## src/rtl/mem_access_unit.sv

```systemverilog
// Load/store initiator for a word-wide, byte-masked RAM port. Handles byte/half/word
// requests at any alignment, splitting word-straddling accesses into two RAM transactions.
module mem_access_unit #(
    parameter bit SPLIT_MISALIGNED = 1'b1
) (
    input  logic        i_clk,
    input  logic        i_reset,
    input  logic        i_req_valid,
    output logic        o_req_ready,
    input  logic        i_req_write,
    input  logic [1:0]  i_req_size,
    input  logic        i_req_unsigned,
    input  logic [31:0] i_req_address,
    input  logic [31:0] i_req_write_data,
    output logic        o_resp_valid,
    output logic [31:0] o_resp_data,
    output logic        o_resp_error,
    output logic [31:0] o_mem_address,
    output logic [31:0] o_mem_write_data,
    output logic        o_mem_write,
    output logic [3:0]  o_byte_mask,
    input  logic [31:0] i_mem_read_data
);

    typedef enum logic [2:0] {
        StIdle, StSt0, StSt1, StLd0, StLd1, StLdw, StResp, StErr
    } state_t;

    state_t      r_state;
    logic        r_straddle;
    logic [1:0]  r_off;
    logic [1:0]  r_size;
    logic        r_unsigned;
    logic [31:0] r_word1;
    logic [31:0] r_hi_data;
    logic [3:0]  r_hi_mask;
    logic [31:0] r_lo;

    logic        r_req_ready;
    logic        r_resp_valid;
    logic [31:0] r_resp_data;
    logic        r_resp_error;
    logic [31:0] r_mem_address;
    logic [31:0] r_mem_write_data;
    logic        r_mem_write;
    logic [3:0]  r_byte_mask;

    logic [1:0]  w_off;
    logic [3:0]  w_size_mask;
    logic [7:0]  w_m8;
    logic [63:0] w_d64;
    logic        w_straddle;
    logic        w_err;
    logic [31:0] w_word0;
    logic [31:0] w_lo;
    logic [31:0] w_hi;
    logic [31:0] w_raw;
    logic [31:0] w_load;

    assign w_off      = i_req_address[1:0];
    assign w_m8       = {4'b0000, w_size_mask} << w_off;
    assign w_d64      = {32'h0, i_req_write_data} << {w_off, 3'b000};
    assign w_straddle = |w_m8[7:4];
    assign w_err      = (i_req_size == 2'b11) || (!SPLIT_MISALIGNED && w_straddle);
    assign w_word0    = {i_req_address[31:2], 2'b00};

    always_comb begin
        w_size_mask = 4'b0000;
        case (i_req_size)
            2'b00:   w_size_mask = 4'b0001;
            2'b01:   w_size_mask = 4'b0011;
            2'b10:   w_size_mask = 4'b1111;
            default: w_size_mask = 4'b0000;
        endcase
    end

    // The final read beat is the high word only for split loads.
    assign w_lo  = r_straddle ? r_lo : i_mem_read_data;
    assign w_hi  = r_straddle ? i_mem_read_data : 32'h0;
    assign w_raw = 32'({w_hi, w_lo} >> {r_off, 3'b000});

    always_comb begin
        w_load = w_raw;
        case (r_size)
            2'b00:   w_load = r_unsigned ? {24'h0, w_raw[7:0]} : {{24{w_raw[7]}}, w_raw[7:0]};
            2'b01:   w_load = r_unsigned ? {16'h0, w_raw[15:0]} : {{16{w_raw[15]}}, w_raw[15:0]};
            default: w_load = w_raw;
        endcase
    end

    always_ff @(posedge i_clk or negedge i_reset) begin
        if (!i_reset) begin
            r_state          <= StIdle;
            r_straddle       <= 1'b0;
            r_off            <= 2'b00;
            r_size           <= 2'b00;
            r_unsigned       <= 1'b0;
            r_word1          <= 32'h0;
            r_hi_data        <= 32'h0;
            r_hi_mask        <= 4'b0000;
            r_lo             <= 32'h0;
            r_req_ready      <= 1'b1;
            r_resp_valid     <= 1'b0;
            r_resp_data      <= 32'h0;
            r_resp_error     <= 1'b0;
            r_mem_address    <= 32'h0;
            r_mem_write_data <= 32'h0;
            r_mem_write      <= 1'b0;
            r_byte_mask      <= 4'b0000;
        end else begin
            case (r_state)
                StIdle: begin
                    if (i_req_valid) begin
                        r_req_ready <= 1'b0;
                        r_straddle  <= w_straddle;
                        r_off       <= w_off;
                        r_size      <= i_req_size;
                        r_unsigned  <= i_req_unsigned;
                        r_word1     <= w_word0 + 32'd4;
                        r_hi_data   <= w_d64[63:32];
                        r_hi_mask   <= w_m8[7:4];
                        if (w_err) begin
                            r_state <= StErr;
                        end else if (i_req_write) begin
                            r_mem_address    <= w_word0;
                            r_mem_write_data <= w_d64[31:0];
                            r_byte_mask      <= w_m8[3:0];
                            r_mem_write      <= 1'b1;
                            r_state          <= StSt0;
                        end else begin
                            r_mem_address <= w_word0;
                            r_state       <= StLd0;
                        end
                    end
                end
                // Errors idle one cycle so every response lands at least two cycles after accept.
                StErr: begin
                    r_resp_valid <= 1'b1;
                    r_resp_error <= 1'b1;
                    r_resp_data  <= 32'h0;
                    r_state      <= StResp;
                end
                StSt0: begin
                    if (r_straddle) begin
                        r_mem_address    <= r_word1;
                        r_mem_write_data <= r_hi_data;
                        r_byte_mask      <= r_hi_mask;
                        r_state          <= StSt1;
                    end else begin
                        r_mem_write  <= 1'b0;
                        r_byte_mask  <= 4'b0000;
                        r_resp_valid <= 1'b1;
                        r_resp_error <= 1'b0;
                        r_resp_data  <= 32'h0;
                        r_state      <= StResp;
                    end
                end
                StSt1: begin
                    r_mem_write  <= 1'b0;
                    r_byte_mask  <= 4'b0000;
                    r_resp_valid <= 1'b1;
                    r_resp_error <= 1'b0;
                    r_resp_data  <= 32'h0;
                    r_state      <= StResp;
                end
                StLd0: begin
                    if (r_straddle) begin
                        r_mem_address <= r_word1;
                        r_state       <= StLd1;
                    end else begin
                        r_state <= StLdw;
                    end
                end
                StLd1: begin
                    r_lo    <= i_mem_read_data;
                    r_state <= StLdw;
                end
                StLdw: begin
                    r_resp_valid <= 1'b1;
                    r_resp_error <= 1'b0;
                    r_resp_data  <= w_load;
                    r_state      <= StResp;
                end
                StResp: begin
                    r_resp_valid <= 1'b0;
                    r_req_ready  <= 1'b1;
                    r_state      <= StIdle;
                end
                default: r_state <= StIdle;
            endcase
        end
    end

    assign o_req_ready      = r_req_ready;
    assign o_resp_valid     = r_resp_valid;
    assign o_resp_data      = r_resp_data;
    assign o_resp_error     = r_resp_error;
    assign o_mem_address    = r_mem_address;
    assign o_mem_write_data = r_mem_write_data;
    assign o_mem_write      = r_mem_write;
    assign o_byte_mask      = r_byte_mask;

endmodule

```

## config.mk

```make
export PLATFORM = sky130hd
export DESIGN_NAME = mem_access_unit
export DESIGN_NICKNAME = d
export VERILOG_FILES = /design/src/rtl/mem_access_unit.sv
export SDC_FILE = /design/constraint.sdc
export NUM_CORES = 1
export LEC_CHECK = 0
export BUFFER_PORTS_ARGS = -buffer_cell sky130_fd_sc_hd__buf_2
export CAP_MARGIN = 5
export CORE_UTILIZATION = 45
export CTS_CLUSTER_SIZE = 24
export DETAILED_ROUTE_END_ITERATION = 12
export GPL_ROUTABILITY_DRIVEN = 0
export GPL_TIMING_DRIVEN = 0
export PLACE_DENSITY = 0.68
export SLEW_MARGIN = 20
export SYNTH_ARGS = -nofsm -noshare
export SYNTH_HDL_FRONTEND = slang
export SYNTH_SLANG_ARGS = --single-unit
```

## constraint.sdc

```tcl
create_clock -name i_clk -period 2.76 [get_ports i_clk]
set_input_delay 0.276 -clock i_clk [delete_from_list [all_inputs] [get_ports i_clk]]
set_output_delay 0.276 -clock i_clk [all_outputs]
set_load 0.01 [all_outputs]
```

==> out/results.txt <==
Pwr Density = 1099 nW/um^2
Crit-path slowest cell = buf_1
GRT Resource Usage Total = 25.68%
Yosys Warn Count = 0
Die X = 155.6 um
Post-synth top flop = dfrtp_1
CP required = 3.07 ns
Yosys top cell by area = dfrtp_1
Mapped Cells = 1083
Core Area = 22920 um^2
vias per cell = 5.521
CP Data Arrival Time = 2.93 ns
Critical Path Stages = 5
I/O pin cnt = 207
flops & latches, synth = 200
RR Startpoint = r_off[1]
final period utilization = 94.96%
CP bufs+invs = 3
critical path type = reg -> reg
Hold Crit Class = in -> reg
H-tree levels = 4
Pleak = 0.005683 uW
max cap viols = 0
final worst setup slack = 0.1391 ns
worst-path fanout max = 10
die area = 24210 um^2
CP Capture Point = o_resp_data[23]
number of setup violations in the final report = 0
Sink Count = 200
final core utilization = 55.49%
status = finished clean
row count = 55
mean cell area of the mapped netlist = 9.803 um^2
Setup WS pre-CTS = 0.1890 ns
Cell variety after synth = 54
post-synthesis sequential area ratio = 47.15%
ANT nets after route = 0
CP startpoint kind = register
post-synth top area share = 46.91%
number of synthesized flops with an enable pin = 0
# port buffers = 202
FFs w/ async S/R, synth = 100.0%
Die Y = 155.6 um
critical path, cell by cell = buf_2 -> clkbuf_1 -> buf_1 -> o22ai_1 -> a221o_2
GR Overflow Total = 0
average routed wire per standard cell = 18.52 um
clk_skew = 0.01435 ns
Min Clock Period, post-route = 2.621 ns
CP max stage delay = 0.74 ns
Worst-Skew Late Latency = 0.43 ns
achievable clock frequency = 381.6 MHz
Mapped Area = 10620 um^2
first-pass GRT wire length = 48.30 mm
worst reg2reg setup slack = 0.14 ns
CTS clk-pin slew, worst paths = 0.07 ns
worst-case clock buffer depth = 2
initial antenna violation count = 2
routed wire length = 30.30 mm
Via Count = 9032
initial core utilization = 46.33%
drt pass-1 iters = 5
Num CTS Buffers = 17
actual slew at the worst max-slew pin = 0.9135 ns
synth top area cells = dfrtp_1, mux2i_1, o21ai_0
maximum vdd drop = 0.0004531 V
TritonCTS clock tree = yes
initial drt markers = 686
final count of hold timing violations = 0
vias in the first global route = 8849
nature of the critical path endpoint = register
Power, Total = 13970 uW
Syn-to-layout area delta = 19.78%
largest net degree at the start of global routing = 93
nets = 1414
Root Buffer = clkbuf_16
Slew headroom = 38.59%
Post-route DRC = 0
crit-path leading delay family = buffers and inverters
R2R depth = 5
RSZ-0062 raised after global routing = false
Slew Viols, Final = 0
crit path launch = r_off[1]
Crit Reg-Reg Endpoint = o_resp_data[23]
post-DP HPWL = 22.35 mm
share of cells above drive strength 1 = 25.13%
## timing repair
item                                   CTS  global route
buffers inserted                         0             0
hold buffers                             1             0
gates resized for setup                  0             0
endpoints found under the hold margin   47             0
## synth_stat cells, types with 2 or more instances
cell type / number
mux2i_1: 103
buf_2: 14
a211oi_1: 9
clkbuf_1: 57
a21oi_1: 77
a221o_2: 14
and2_1: 2
xor2_1: 16
or2_2: 2
nand3_1: 17
inv_1: 13
nand2_1: 129
o21bai_1: 7
a221oi_1: 8
nor3_1: 14
nor2b_1: 22
o22ai_1: 8
mux2_2: 42
buf_4: 3
o21ai_0: 97
and4_1: 5
o211ai_1: 17
xnor2_1: 13
buf_6: 3
mux4_2: 15
nand2b_1: 12
and3_1: 7
nor4_1: 3
a22oi_1: 2
ha_1: 3
nand4_1: 10
nor2_1: 109
buf_1: 8
dfrtp_1: 199
a22o_1: 4
## worst min-delay path, stage by stage
cell	delay, ns
buf_2	0.08
nand2_1	0.04
nand2_1	0.04
## cells by family after synthesis
logic type | synth area share [%]
compound gates | 14.48
xor+xnor | 2.392
fa+ha+maj | 0.3536
buf+inv | 3.948
flops | 47.15
mux | 17.35
other cells | 0.03532
simple gates | 14.28
## worst min-delay path by stage
stage                               from             endpoint  cells after the start
after floorplan                  i_reset       o_byte_mask[0]                      0
after global placement     r_hi_data[21]        r_hi_data[21]                      2
after detailed placement         i_reset  o_mem_write_data[4]                      1
after CTS                 i_req_unsigned           r_unsigned                      3
after global routing      i_req_unsigned           r_unsigned                      3
final                     i_req_unsigned           r_unsigned                      3
## metal layers
metal	GRT usage, %	routed length, um	vias to the layer above
met4	9.337	842	0
li1	-	-	4293
met2	40.04	13740	323
met5	0	0	-
met1	34.66	13500	4359
met3	6.417	2214	57
## per-stage QoR
stage / setup TNS (ns) / std cells / instance area, um^2 / hold slack, ns
floorplan: 0 / 1084 / 10620 / -0.01959
global placement: -391.12 / 1599 / 12020 / 0.4561
detailed placement: 0 / 1601 / 12090 / 0.2070
CTS: 0 / 1634 / 12710 / 0.04364
global route: 0 / 1636 / 12720 / 0.05821
finish: 0 / 1636 / 12720 / 0.05466
## layout by cell type, fill, tap and decap left out, types with 10 or more instances in the layout
| master | n |
|---|---|
| mux4_2 | 15 |
| mux2_2 | 42 |
| nor3_1 | 13 |
| inv_1 | 13 |
| nand4_1 | 10 |
| nand2b_1 | 12 |
| buf_2 | 215 |
| clkbuf_1 | 59 |
| nand3_1 | 17 |
| xnor2_1 | 13 |
| o21ai_0 | 97 |
| nand2_1 | 129 |
| a21oi_1 | 77 |
| dfrtp_1 | 199 |
| nor2_1 | 109 |
| nor2b_1 | 22 |
| mux2i_1 | 103 |
| o211ai_1 | 17 |
| clkbuf_16 | 17 |
| xor2_1 | 16 |
| a221o_2 | 14 |
## sequential cells by signal (all words and copies together), names as in the netlist
name / flops
r_off: 2
o_byte_mask: 4
o_resp_data: 32
o_req_ready: 1
o_resp_error: 1
r_unsigned: 1
o_mem_address: 30
r_hi_mask: 3
o_mem_write_data: 32
r_state: 3
r_straddle: 1
r_hi_data: 24
o_mem_write: 1
o_resp_valid: 1
r_word1: 30
r_size: 2
r_lo: 32
## layout make-up
cell class / instances / area (um^2)
fill: 2075 / 10200
clock inverter: 12 / 161.4
buffer: 85 / 370.4
clock buffer: 20 / 446.7
sequential: 200 / 5006
tap: 313 / 391.6
inverter: 13 / 48.80
multi-input combinational: 786 / 5200
antenna: 2 / 5.005
timing repair buffer: 205 / 1086
## power breakdown
group	total, uW	internal [uW]	switching [uW]	leakage (uW)
Combinational	6270	2720	3550	0.00295
Sequential	5110	4330	786	0.00244
Clock	2600	1470	1130	0.000294
Total	14000	8510	5460	0.00568
No activity file was read; power rests on OpenSTA's default activity.
